$ cat src/rtl/fpu_pipe_pkg.sv
`default_nettype none
// ============================================================================
// Module  : fpu_pipe_pkg
// Brief   : Shared constants and arithmetic helpers for the fpu_pipe core and
//           its issue/completion controller.
// Revision: 1.0 - initial release
// ============================================================================
package fpu_pipe_pkg;

   // Default core latency (operand capture to result)
   localparam int FPU_PIPE_LATENCY = 4;

   // Operation select codes
   localparam logic [4:0] FUNCT5_FADD = 5'b00000;
   localparam logic [4:0] FUNCT5_FSUB = 5'b00001;
   localparam logic [4:0] FUNCT5_FMUL = 5'b00010;

   // Rounding modes honoured by the core; other encodings round to nearest
   localparam logic [2:0] RM_RNE = 3'b000;
   localparam logic [2:0] RM_RTZ = 3'b001;

   // Pointer width that stays legal for a single-entry buffer
   function automatic int ptr_width(input int depth);
      return (depth > 1) ? $clog2(depth) : 1;
   endfunction

   // Single-precision add for normal operands; exponent field 0 is treated as zero.
   // Bits shifted out beyond the three guard positions are dropped.
   function automatic logic [31:0] fp_add(input logic [31:0] a_in,
                                          input logic [31:0] b_in,
                                          input logic        rnd);
      logic [31:0] a;
      logic [31:0] b;
      logic [7:0]  d;
      logic [26:0] ma;
      logic [26:0] mb;
      logic [27:0] s;
      logic [7:0]  e;
      logic        up;
      logic [23:0] mant_r;
      // a always holds the larger magnitude, so its sign wins
      if (a_in[30:0] >= b_in[30:0]) begin
         a = a_in;
         b = b_in;
      end else begin
         a = b_in;
         b = a_in;
      end
      if (b[30:23] == 8'd0) return a;
      d  = a[30:23] - b[30:23];
      ma = {1'b1, a[22:0], 3'b000};
      mb = {1'b1, b[22:0], 3'b000};
      mb = (d > 8'd26) ? 27'd0 : (mb >> d);
      if (a[31] == b[31]) s = {1'b0, ma} + {1'b0, mb};
      else                s = {1'b0, ma} - {1'b0, mb};
      if (s == 28'd0) return 32'd0;
      e = a[30:23];
      if (s[27]) begin
         s = {1'b0, s[27:2], s[1] | s[0]};
         e = e + 8'd1;
      end else begin
         for (int i = 0; i < 26; i++) begin
            if (!s[26]) begin
               s = s << 1;
               e = e - 8'd1;
            end
         end
      end
      up     = rnd && s[2] && (s[1] || s[0] || s[3]);
      mant_r = {1'b0, s[25:3]} + {23'd0, up};
      if (mant_r[23]) e = e + 8'd1;
      return {a[31], e, mant_r[22:0]};
   endfunction

   // Single-precision multiply for normal operands; underflow flushes to zero,
   // overflow saturates to infinity.
   function automatic logic [31:0] fp_mul(input logic [31:0] a,
                                          input logic [31:0] b,
                                          input logic        rnd);
      logic [47:0] p;
      logic [9:0]  e;
      logic [22:0] mant;
      logic        g;
      logic        st;
      logic        up;
      logic [23:0] mant_r;
      logic        sgn;
      sgn = a[31] ^ b[31];
      if ((a[30:23] == 8'd0) || (b[30:23] == 8'd0)) return {sgn, 31'd0};
      p = {1'b1, a[22:0]} * {1'b1, b[22:0]};
      e = {2'b00, a[30:23]} + {2'b00, b[30:23]} - 10'd127;
      if (p[47]) begin
         mant = p[46:24];
         g    = p[23];
         st   = |p[22:0];
         e    = e + 10'd1;
      end else begin
         mant = p[45:23];
         g    = p[22];
         st   = |p[21:0];
      end
      up     = rnd && g && (st || mant[0]);
      mant_r = {1'b0, mant} + {23'd0, up};
      if (mant_r[23]) e = e + 10'd1;
      if (e[9] || (e[7:0] == 8'd0)) return {sgn, 31'd0};
      if (e[8] || (e[7:0] == 8'hFF)) return {sgn, 8'hFF, 23'd0};
      return {sgn, e[7:0], mant_r[22:0]};
   endfunction

endpackage
`default_nettype wire

$ cat src/rtl/fpu_pipe.sv
`default_nettype none
// ============================================================================
// Module  : fpu_pipe
// Brief   : Fixed-latency, non-stallable FP add/sub/mul core. The result of
//           the operands captured at a clock edge appears LATENCY cycles later.
//           Operation validity is tracked by the surrounding controller.
// Revision: 1.0 - initial release
// ============================================================================
module fpu_pipe
   import fpu_pipe_pkg::*;
#(
   parameter int LATENCY = FPU_PIPE_LATENCY
) (
   input  logic        clk,
   input  logic        rst_n,
   input  logic [31:0] x,
   input  logic [31:0] y,
   input  logic [4:0]  funct5,
   input  logic [2:0]  rm,
   output logic [31:0] res
);

   logic [31:0]               comb_res;
   logic                      rnd;
   logic [LATENCY-1:0][31:0]  stage;

   // Evaluate the selected operation on the incoming operands
   always_comb begin
      comb_res = 32'd0;
      rnd      = (rm != RM_RTZ);
      case (funct5)
         FUNCT5_FADD: comb_res = fp_add(x, y, rnd);
         FUNCT5_FSUB: comb_res = fp_add(x, {~y[31], y[30:0]}, rnd);
         FUNCT5_FMUL: comb_res = fp_mul(x, y, rnd);
         default:     comb_res = 32'd0;
      endcase
   end

   // Delay line that sets the fixed latency; it advances every cycle
   always_ff @(posedge clk or negedge rst_n) begin
      if (!rst_n) begin
         stage <= '0;
      end else begin
         stage[0] <= comb_res;
         for (int i = 1; i < LATENCY; i++) begin
            stage[i] <= stage[i-1];
         end
      end
   end

   assign res = stage[LATENCY-1];

endmodule
`default_nettype wire

$ cat src/rtl/fpu_result_fifo.sv
`default_nettype none
// ============================================================================
// Module  : fpu_result_fifo
// Brief   : Result buffer with push/pop/count and synchronous flush. Pointers
//           wrap modulo DEPTH (any DEPTH >= 2). When empty, the output keeps
//           showing the last popped entry.
// Revision: 1.0 - initial release
// ============================================================================
module fpu_result_fifo
   import fpu_pipe_pkg::*;
#(
   parameter  int WIDTH = 37,
   parameter  int DEPTH = 8,
   localparam int CNT_W = $clog2(DEPTH + 1)
) (
   input  logic             clk,
   input  logic             rst,
   input  logic             flush,
   input  logic             push,
   input  logic [WIDTH-1:0] push_data,
   input  logic             pop,
   output logic [WIDTH-1:0] pop_data,
   output logic [CNT_W-1:0] count
);

   localparam int PTR_W = ptr_width(DEPTH);

   logic [WIDTH-1:0] mem [DEPTH];
   logic [PTR_W-1:0] wr_ptr;
   logic [PTR_W-1:0] rd_ptr;
   logic [WIDTH-1:0] hold;
   logic             do_push;
   logic             do_pop;

   function automatic logic [PTR_W-1:0] ptr_inc(input logic [PTR_W-1:0] p);
      return (p == PTR_W'(DEPTH - 1)) ? '0 : p + PTR_W'(1);
   endfunction

   assign do_push = push && !flush;
   assign do_pop  = pop && (count != '0) && !flush;

   // Pointer and count bookkeeping; flush empties the buffer at the edge
   always_ff @(posedge clk or posedge rst) begin
      if (rst) begin
         wr_ptr <= '0;
         rd_ptr <= '0;
         count  <= '0;
      end else if (flush) begin
         wr_ptr <= '0;
         rd_ptr <= '0;
         count  <= '0;
      end else begin
         if (do_push) wr_ptr <= ptr_inc(wr_ptr);
         if (do_pop)  rd_ptr <= ptr_inc(rd_ptr);
         case ({do_push, do_pop})
            2'b10:   count <= count + CNT_W'(1);
            2'b01:   count <= count - CNT_W'(1);
            default: count <= count;
         endcase
      end
   end

   // Storage array; entries are only read once written, so no reset needed
   always_ff @(posedge clk) begin
      if (do_push) mem[wr_ptr] <= push_data;
   end

   // Remember the departing head so the output stays stable when empty
   always_ff @(posedge clk or posedge rst) begin
      if (rst)         hold <= '0;
      else if (do_pop) hold <= mem[rd_ptr];
   end

   assign pop_data = (count == '0) ? hold : mem[rd_ptr];

endmodule
`default_nettype wire

$ cat src/rtl/fpu_pipe_issue.sv
`default_nettype none
// ============================================================================
// Module  : fpu_pipe_issue
// Brief   : Issue/completion controller around fpu_pipe. Valid/ready on both
//           sides, a tag carried alongside each op, and a credit counter that
//           reserves a result-FIFO slot for every issued op because the core
//           cannot stall.
//           Optional macro FPU_PIPE_FLUSH_EN adds a flush input that discards
//           every in-flight and buffered result.
// Revision: 1.0 - initial release
// ============================================================================
module fpu_pipe_issue
   import fpu_pipe_pkg::*;
#(
   parameter int LATENCY = FPU_PIPE_LATENCY,
   parameter int DEPTH   = 8,
   parameter int TAG_W   = 5
) (
   input  logic             clk,
   input  logic             rst,
`ifdef FPU_PIPE_FLUSH_EN
   input  logic             flush,
`endif
   input  logic             in_valid,
   output logic             in_ready,
   input  logic [31:0]      in_x,
   input  logic [31:0]      in_y,
   input  logic [4:0]       in_funct5,
   input  logic [2:0]       in_rm,
   input  logic [TAG_W-1:0] in_tag,
   output logic             out_valid,
   input  logic             out_ready,
   output logic [31:0]      out_res,
   output logic [TAG_W-1:0] out_tag,
   output logic             busy
);

   localparam int CNT_W = $clog2(DEPTH + 1);

   logic                          do_flush;
   logic                          issue;
   logic                          pop;
   logic [CNT_W-1:0]              occ;
   logic [CNT_W-1:0]              fifo_count;
   logic [LATENCY-1:0]            sr_valid;
   logic [LATENCY-1:0][TAG_W-1:0] sr_tag;
   logic [31:0]                   core_res;
   logic [TAG_W+31:0]             fifo_out;

`ifdef FPU_PIPE_FLUSH_EN
   assign do_flush = flush;
`else
   assign do_flush = 1'b0;
`endif

   // Credit check only looks at registered occupancy, never at out_ready
   assign in_ready  = (occ < CNT_W'(DEPTH)) && !rst && !do_flush;
   assign issue     = in_valid && in_ready;
   assign out_valid = (fifo_count != '0);
   assign pop       = out_valid && out_ready;
   assign busy      = (occ != '0);

   fpu_pipe #(
      .LATENCY (LATENCY)
   ) u_core (
      .clk    (clk),
      .rst_n  (~rst),
      .x      (in_x),
      .y      (in_y),
      .funct5 (in_funct5),
      .rm     (in_rm),
      .res    (core_res)
   );

   // Valid bits of the tracking shift register, in lockstep with the core
   always_ff @(posedge clk or posedge rst) begin
      if (rst) begin
         sr_valid <= '0;
      end else if (do_flush) begin
         sr_valid <= '0;
      end else begin
         sr_valid[0] <= issue;
         for (int i = 1; i < LATENCY; i++) begin
            sr_valid[i] <= sr_valid[i-1];
         end
      end
   end

   // Tags travel alongside the valids; their value only matters when valid
   always_ff @(posedge clk or posedge rst) begin
      if (rst) begin
         sr_tag <= '0;
      end else begin
         sr_tag[0] <= in_tag;
         for (int i = 1; i < LATENCY; i++) begin
            sr_tag[i] <= sr_tag[i-1];
         end
      end
   end

   // Occupancy = in flight + buffered; a simultaneous issue and pop cancel
   always_ff @(posedge clk or posedge rst) begin
      if (rst) begin
         occ <= '0;
      end else if (do_flush) begin
         occ <= '0;
      end else begin
         case ({issue, pop})
            2'b10:   occ <= occ + CNT_W'(1);
            2'b01:   occ <= occ - CNT_W'(1);
            default: occ <= occ;
         endcase
      end
   end

   fpu_result_fifo #(
      .WIDTH (TAG_W + 32),
      .DEPTH (DEPTH)
   ) u_fifo (
      .clk       (clk),
      .rst       (rst),
      .flush     (do_flush),
      .push      (sr_valid[LATENCY-1]),
      .push_data ({core_res, sr_tag[LATENCY-1]}),
      .pop       (pop),
      .pop_data  (fifo_out),
      .count     (fifo_count)
   );

   assign out_res = fifo_out[TAG_W+31:TAG_W];
   assign out_tag = fifo_out[TAG_W-1:0];

endmodule
`default_nettype wire

$ cat config.mk
export PLATFORM = sky130hd
export DESIGN_NAME = fpu_pipe_issue
export DESIGN_NICKNAME = d
export VERILOG_FILES = /design/src/rtl/fpu_pipe_pkg.sv /design/src/rtl/fpu_pipe.sv /design/src/rtl/fpu_result_fifo.sv /design/src/rtl/fpu_pipe_issue.sv
export SDC_FILE = /design/constraint.sdc
export NUM_CORES = 2
export LEC_CHECK = 0
export BUFFER_PORTS_ARGS = -buffer_cell sky130_fd_sc_hd__buf_2
export CAP_MARGIN = 20
export CORE_MARGIN = 2
export CORE_UTILIZATION = 39
export CTS_BUF_LIST = sky130_fd_sc_hd__clkbuf_8
export DETAILED_ROUTE_END_ITERATION = 16
export GPL_TIMING_DRIVEN = 0
export PLACE_DENSITY = 0.59
export RECOVER_POWER = 50
export SYNTH_ARGS = -nofsm -noshare
export SYNTH_HDL_FRONTEND = slang
export SYNTH_HIERARCHICAL = 1
export SYNTH_SLANG_ARGS = --single-unit
$ cat constraint.sdc
create_clock -name clk -period 9.4 [get_ports clk]
set_input_delay 1.88 -clock clk [delete_from_list [all_inputs] [get_ports clk]]
set_output_delay 1.88 -clock clk [all_outputs]
set_load 0.02 [all_outputs]
# Word level (Yosys, flattened, before mapping)
# Memories as Yosys holds them, arrays and structs flattened.
# Index checks and enable logic that the tools add are counted.
[totals]
out_inout_bits = 40
mem_bits_ro = 0
mem_bits_rw = 296
wordCells = 741
latchBits = 0
n_memories = 1
reg_bits = 203
in_bits = 81
[classes]
bitwise_logic = 4
n_mul = 1
div = 0
eq_ne = 12
n_lt_le_gt_ge = 4
mux = 594
n_addsub = 75
reduce_logical = 34
n_shift = 2
[memory_table]
columns = ["name", "words", "width", "read_ports", "rd_ports_with_merged_regs", "wr", "line_no", "rtl"]
rows = [
  ["u_fifo.mem", 8, 37, 1, 0, 1, "fpu_result_fifo.sv:28", "logic [WIDTH-1:0] mem [DEPTH];"],
]
[op_table]
columns = ["cell", "count"]
rows = [
  ["27-bit 2-to-1 mux", 252],
  ["8-bit 2-to-1 mux", 262],
  ["32-bit 2-to-1 mux", 22],
  ["8-bit by 1-bit subtractor with 8-bit output, second input constant", 52],
  ["26-bit 2-to-1 mux", 10],
  ["28-bit 2-to-1 mux", 6],
  ["32-bit one-hot mux with 3 select lines", 1],
  ["23-bit by 1-bit adder with 24-bit output", 3],
  ["23-bit 2-to-1 mux", 3],
  ["10-bit 2-to-1 mux", 6],
  ["27-bit by 27-bit adder with 28-bit output", 2],
  ["28-bit logical NOT", 2],
  ["27-bit by 27-bit subtractor with 28-bit output", 2],
  ["27-bit by 8-bit >> shifter with 27-bit output", 2],
  ["24-bit by 24-bit multiplier with 48-bit output", 1],
  ["8-bit logical NOT", 5],
  ["37-bit 2-to-1 mux", 1],
  ["8-bit by 1-bit adder with 8-bit output, second input constant", 4],
  ["31-bit >= comparator", 1],
  ["1-bit 2-to-1 mux", 27],
  ["23-bit OR reduction", 1],
  ["22-bit OR reduction", 1],
  ["10-bit by 1-bit adder with 10-bit output, second input constant", 2],
  ["8-bit by 5-bit > comparator with 1-bit output, second input constant", 2],
  ["27 further kinds", 56],
]

# Longest topological paths before layout
[logic_depth]
ltp_word = 172
depth_mapped = 143
depth_no_buf = 133

# Hierarchy
# The synthesis kept the hierarchy.
[by_module_without_submodules]
columns = ["module", "area_per_inst_um2", "instances", "cells_each", "seq_area_each_um2"]
rows = [
  ["fpu_pipe", 52918.3, 1, 7073, 3203.1],
  ["fpu_result_fifo", 13396.6, 1, 704, 10064.7],
  ["fpu_pipe_issue", 952.2, 1, 62, 700.7],
]

# Least setup slack after synthesis
# Ideal clock, no wire load.
[synth_timing]
path_kind = "input to register"
from = "in in_x[0]"
to = "reg u_core/stage[30] in the netlist's numbering"
setup_ns = 0.124
stages = 137
setup_slack_ns = -17.647
arrival_ns = 26.923
path_buffers = 10
cell_sequence = "inv_1 -> clkbuf_1 -> clkbuf_1 -> ha_1 -> nand3_1 -> a31oi_1 -> o311ai_2 -> nand4_1 -> buf_2 -> a21oi_4 -> buf_4 -> buf_4 -> buf_2 -> buf_1 -> nor2_1 -> a21oi_1 -> ha_1 -> and2_1 -> [... 101 more ...] -> inv_1 -> ha_1 -> a21boi_0 -> nand4_1 -> nand2_1 -> mux2_2 -> and2_1 -> clkbuf_1 -> or3_1 -> a211o_1 -> o311a_1 -> or3b_1 -> and2_1 -> xnor2_1 -> a2111oi_2 -> xnor2_1 -> nor3_1 -> a211o_1"
[synth_via]
elab_chain_cells = 170
[synth_rtl]
columns = ["item", "line_no", "rtl"]
rows = [
  ["start, declared", "fpu_pipe_issue.sv:26", "input logic [31:0] in_x,"],
  ["31-bit >= comparator", "fpu_pipe_pkg.sv:42", "if (a_in[30:0] >= b_in[30:0]) begin"],
  ["32-bit 2-to-1 mux", "fpu_pipe_pkg.sv:42", ""],
  ["32-bit 2-to-1 mux", "fpu_pipe.sv:31", "case (funct5)"],
  ["8-bit subtractor", "fpu_pipe_pkg.sv:50", "d = a[30:23] - b[30:23];"],
  ["27-bit by 8-bit >> shifter with 27-bit output or 8-bit by 5-bit > comparator with 1-bit output (tied branches)", "fpu_pipe_pkg.sv:53", "mb = (d > 8'd26) ? 27'd0 : (mb >> d);"],
  ["27-bit 2-to-1 mux", "fpu_pipe_pkg.sv:53", ""],
  ["27-bit by 27-bit subtractor with 28-bit output or 27-bit by 27-bit adder with 28-bit output (tied branches)", "fpu_pipe_pkg.sv:55, fpu_pipe_pkg.sv:54", ""],
  ["28-bit 2-to-1 mux", "fpu_pipe_pkg.sv:54", "if (a[31] == b[31]) s = {1'b0, ma} + {1'b0, mb};"],
  ["[... 155 more ...]", "n/a", ""],
  ["8-bit 2-to-1 mux", "fpu_pipe_pkg.sv:50", ""],
  ["8-bit 2-to-1 mux", "fpu_pipe.sv:31", ""],
  ["8-bit by 1-bit adder with 8-bit output", "fpu_pipe_pkg.sv:71", "if (mant_r[23]) e = e + 8'd1;"],
  ["8-bit 2-to-1 mux", "fpu_pipe_pkg.sv:71", ""],
  ["32-bit 2-to-1 mux", "fpu_pipe_pkg.sv:57", "e = a[30:23];"],
  ["32-bit 2-to-1 mux", "fpu_pipe_pkg.sv:50", ""],
  ["32-bit one-hot mux with 3 select lines *", "fpu_pipe.sv:31", ""],
  ["via u_core.comb_res[30]", "fpu_pipe.sv:23", "logic [31:0] comb_res;"],
  ["end signal, assigned by index", "fpu_pipe.sv:46", "stage[i] <= stage[i-1];"],
  ["end, declared", "fpu_pipe.sv:25", "logic [LATENCY-1:0][31:0] stage;"],
]
# Mark *: on every way through the listed nets, which the timed path passes. The rest lies on a longest branch. The select of a mux whose other input is x is not followed.
# A chain may end at the register's enable or synchronous reset.

# Worst setup path after layout
[layout_timing]
from = "in in_y[29]"
to = "reg u_core/stage[30] in the netlist's numbering"
[layout_via]
elab_chain_cells = 170
[layout_rtl]
columns = ["item", "line_no", "rtl"]
rows = [
  ["start, declared", "fpu_pipe_issue.sv:27", "input logic [31:0] in_y,"],
  ["31-bit >= comparator", "fpu_pipe_pkg.sv:42", ""],
  ["32-bit 2-to-1 mux", "fpu_pipe_pkg.sv:42", ""],
  ["32-bit 2-to-1 mux", "fpu_pipe.sv:31", ""],
  ["8-bit subtractor", "fpu_pipe_pkg.sv:50", ""],
  ["27-bit by 8-bit >> shifter with 27-bit output or 8-bit by 5-bit > comparator with 1-bit output (tied branches)", "fpu_pipe_pkg.sv:53", ""],
  ["27-bit 2-to-1 mux", "fpu_pipe_pkg.sv:53", ""],
  ["27-bit by 27-bit subtractor with 28-bit output or 27-bit by 27-bit adder with 28-bit output (tied branches)", "fpu_pipe_pkg.sv:55, fpu_pipe_pkg.sv:54", ""],
  ["28-bit 2-to-1 mux", "fpu_pipe_pkg.sv:54", ""],
  ["[... 155 more ...]", "n/a", ""],
  ["8-bit 2-to-1 mux", "fpu_pipe_pkg.sv:50", ""],
  ["8-bit 2-to-1 mux", "fpu_pipe.sv:31", ""],
  ["8-bit by 1-bit adder with 8-bit output", "fpu_pipe_pkg.sv:71", ""],
  ["8-bit 2-to-1 mux", "fpu_pipe_pkg.sv:71", ""],
  ["32-bit 2-to-1 mux", "fpu_pipe_pkg.sv:57", ""],
  ["32-bit 2-to-1 mux", "fpu_pipe_pkg.sv:50", ""],
  ["32-bit one-hot mux with 3 select lines *", "fpu_pipe.sv:31", ""],
  ["via u_core.comb_res[30]", "fpu_pipe.sv:23", ""],
]
# Marks and branches as above.

==> results list <==
* Signed area change from the synthesized netlist to the final layout: 17.7%
- Synth warn: 6
- In this design, the stage delay of the slowest critical-path cell is 0.42 ns.
- Die Span Y: 419 microns
- Pin count of the biggest net entering global routing: 87
* Cell count after synthesis: 7839
* Post-synthesis cell type count: 148
- Die outline area: 176000 sq um
- Fin. Hold Viols: 0
- STA puts the critical path data arrival time at 25.57 ns.
* WL per Instance: 25.3 microns
- In the routed layout, each cell is associated on average with a via count of 6.02.
- STA classifies the critical path endpoint as a register.
- Setup repair after global routing could not meet its margin everywhere.
* Portion of the clock cycle consumed by the worst path in the final layout: 267%
- Largest family of logic cells by synthesized area: adder cells
- Maximum Capacitance Violations: 1
* Initial detailed-routing violation count: 6356
- The largest individual stage delay along the critical path comes from the cell sky130_fd_sc_hd__fa_2.
- The library cell used most frequently in the layout, excluding fill and tap cells, is sky130_fd_sc_hd__nand2_1.
* Fraction of synthesized cell area in xor and xnor cells: 6.46%
- Clk_lat worst skew: 0.64 ns
- Commonest cells after routing, fill and taps aside: sky130_fd_sc_hd__nand2_1, sky130_fd_sc_hd__inv_1, sky130_fd_sc_hd__nor2_1
- DRC violations left: 0
- In this run the mean area of a mapped cell was 8.58 sq um.
* Number of nets still failing antenna checks after routing: 0
- Total number of placement rows: 152
- CTS Sinks: 499
* Slew headroom: -131%
* Status: finished with violations
* Core area: 172000 sq um
- Max Freq: 0.0399 GHz
- For this run, the post-layout net count is 9246.
- Filler Cell Count: 16900
- The H-tree was split into 3 levels.
- Global-route usage over all layers: 30.2%
- OpenSTA, run right after detailed placement, puts the worst setup slack at -20.77 ns.
* Critical Path Most Common Cell: sky130_fd_sc_hd__ha_4
- In this run the worst path has a maximum fanout of 10.
- Clk Tree Root Cell: sky130_fd_sc_hd__clkbuf_8
- Clock-pin slew was measured on the worst setup and hold paths at 0.06 ns.
- Area fraction of the dominant cell type after synthesis: 14.4%
* Seq/Total Area, Yosys: 20.8%
- Summing over every cut layer, the via total after detailed routing is 64400.
* Simple logic cell fraction of the synthesized area: 20.2%
* Required time of the worst setup path: 9.88 ns
- During placement, the flow inserted port buffers numbering 120.
* Fraction of final layout cells with drive strength greater than 1: 18.5%
- After legalization and detailed placement, the total HPWL measured 217000 microns.
- Summing the areas of all fa, ha and maj instances in the mapped netlist gives 21.0% of the synthesized area.
* Final clock skew: 0.0268 ns
* Worst Tran Pin Value: 3.44 ns
* Number of antenna violations at the first check in global routing: 21
* Critical path launch point type: input port
* Buffers plus inverters on the worst setup path: 23
- TritonCTS Buffers: 73
- Setup violations remaining at the end of the flow were counted as 32.
- In this run the worst hold path is classified as reg -> reg.
- Post-synthesis register bit count: 499
- sky130_fd_sc_hd__fa_1 takes more of the synthesized area than any other cell.
* Violations in the final reports: capacitance limit, slew limit, setup timing
* Asr flop ratio synth: 40.7%
* Number of enable flip-flop cells after synthesis: 296
- Max Slew Vio Count: 72
- Routed wire length: 271000 microns
* Die outline width: 419 microns
* Initial standard-cell utilization of the core: 39.2%
- Wire length of the first global-routing pass: 404000 microns
* Number of top-level design ports: 121
* Final estimated routing congestion in global placement: 1.05
- TritonCTS clock tree: built
- The mapped netlist covers 67300 sq um.
- Among all flip-flop cells after synthesis, the most frequent one is sky130_fd_sc_hd__edfxtp_1.
- Grouping stages by cell kind, the critical path spends the most delay in compound AO/OA/AOI/OAI gates.
- The synthesized netlist devotes 18.3% of its cell area to compound gates.
- The clock passes through at most 3 buffers.
- The smallest clock period supported by the final layout is computed as 25.09 ns.
* Final setup slack of the worst path: -15.69 ns
- Before antenna repair, the detailed router went through 6 iterations.
- Hold is met by 0.328 ns.
* Worst Path Class, Setup: in -> reg
- For this run the aggregate overflow at the end of global routing stands at 0.
* Via count of the first global-routing pass: 62700
* Area contributors post-synth: sky130_fd_sc_hd__fa_1, sky130_fd_sc_hd__edfxtp_1, sky130_fd_sc_hd__dfrtp_1
- Share of synthesized area spent on multiplexers: 6.18%
## through the flow
step	cell area [sq um]	instances	setup TNS [ns]	utilization [%]
global placement	71500	10300	-369.84	41.7
detailed placement	72200	10300	-368.48	42.1
CTS	77200	10600	-262.03	45.0
global route	79100	10700	-247.10	46.1
floorplan	68100	7840	-202.04	-
finish	79100	10700	-232.82	46.1
## area by class of cell
class | instances | area [sq um] | area share, %
antenna | 13 | 32.5 | 0.0411
inverter | 747 | 2890 | 3.65
clock buffer | 85 | 1170 | 1.48
clock inverter | 51 | 243 | 0.307
tap | 2310 | 2890 | 3.65
timing repair buffer | 425 | 3410 | 4.30
sequential | 499 | 14000 | 17.7
buffer | 433 | 2500 | 3.17
multi-input combinational | 6148 | 52000 | 65.8
## state kept, by name, summed over array words and instances, names as in the netlist
name,cells
u_core/stage,96
u_fifo/count,4
u_core/res,32
u_fifo/rd_ptr,3
sr_valid,4
u_fifo/wr_ptr,3
u_fifo/mem,296
occ,4
u_fifo/hold,37
sr_tag,20
## per-layer routing
layer	routed length [microns]	track usage, %
met2	121000	47.6
met1	112000	40.2
met4	15400	14.9
met5	67	0
met3	22500	4.98
## cells in the mapped netlist, types with 40 or more instances
master / count
sky130_fd_sc_hd__a211oi_1: 87
sky130_fd_sc_hd__a21o_1: 68
sky130_fd_sc_hd__a21oi_1: 405
sky130_fd_sc_hd__a22oi_1: 40
sky130_fd_sc_hd__a31oi_1: 85
sky130_fd_sc_hd__and2_1: 257
sky130_fd_sc_hd__and3_1: 69
sky130_fd_sc_hd__buf_2: 56
sky130_fd_sc_hd__buf_4: 48
sky130_fd_sc_hd__clkbuf_1: 307
sky130_fd_sc_hd__dfrtp_1: 203
sky130_fd_sc_hd__edfxtp_1: 296
sky130_fd_sc_hd__fa_1: 485
sky130_fd_sc_hd__ha_1: 353
sky130_fd_sc_hd__inv_1: 742
sky130_fd_sc_hd__mux2_2: 43
sky130_fd_sc_hd__mux2i_1: 173
sky130_fd_sc_hd__mux4_2: 82
sky130_fd_sc_hd__nand2_1: 888
sky130_fd_sc_hd__nand2b_1: 53
sky130_fd_sc_hd__nand3_1: 212
sky130_fd_sc_hd__nand4_1: 77
sky130_fd_sc_hd__nor2_1: 601
sky130_fd_sc_hd__nor3_1: 207
sky130_fd_sc_hd__nor4_1: 84
sky130_fd_sc_hd__o211ai_1: 91
sky130_fd_sc_hd__o21ai_0: 327
sky130_fd_sc_hd__o21bai_1: 41
sky130_fd_sc_hd__o221ai_1: 41
sky130_fd_sc_hd__o22ai_1: 75
sky130_fd_sc_hd__o31ai_1: 53
sky130_fd_sc_hd__or2_2: 40
sky130_fd_sc_hd__or3_1: 63
sky130_fd_sc_hd__xnor2_1: 279
sky130_fd_sc_hd__xor2_1: 122
## what timing repair did
item / in CTS / in global routing
pin swaps: 145 / 107
hold buffers: 0 / 0
gates resized for setup: 545 / 354
setup endpoints to repair: 32 / 32
cloned: 1 / 0
buffers inserted: 191 / 81
## worst register-to-register path: stages (launching register included)
cell and delay (ns):
sky130_fd_sc_hd__dfrtp_1 0.35, sky130_fd_sc_hd__clkbuf_1 0.42, sky130_fd_sc_hd__nand2_1 0.35, sky130_fd_sc_hd__nor4_2 0.76, sky130_fd_sc_hd__buf_6 0.24, sky130_fd_sc_hd__buf_4 0.16
sky130_fd_sc_hd__buf_4 0.17, sky130_fd_sc_hd__buf_4 0.18, sky130_fd_sc_hd__buf_4 0.20, sky130_fd_sc_hd__buf_4 0.18
## path summary, 6_finish.rpt
check,start,end,slack (ns),cells after the start
worst max-delay path,in_y[29],u_core/stage[30],-15.69,138
worst min-delay path,u_core/stage[78],u_core/res[14],0.33,0
worst max register to register,sr_valid[3],u_fifo/mem[4][26],6.12,9
worst min register to register,u_core/stage[78],u_core/res[14],0.33,0
max in group asynchronous,rst,u_core/stage[75],5.57,2
min in group asynchronous,rst,u_fifo/hold[35],1.40,2
## kinds of logic (layout without fill, tap and decap cells)
family | count (synthesis) | after routing
buf+inv | 1193 | 1741
flops | 499 | 499
compound gates | 1790 | 1790
fa+ha+maj | 840 | 840
mux | 304 | 304
simple gates | 2773 | 2773
other cells | 1 | 15
xor+xnor | 439 | 439
Power is not shown: default switching activity piles up to over one toggle a cycle in this logic, so the estimate is an artifact.
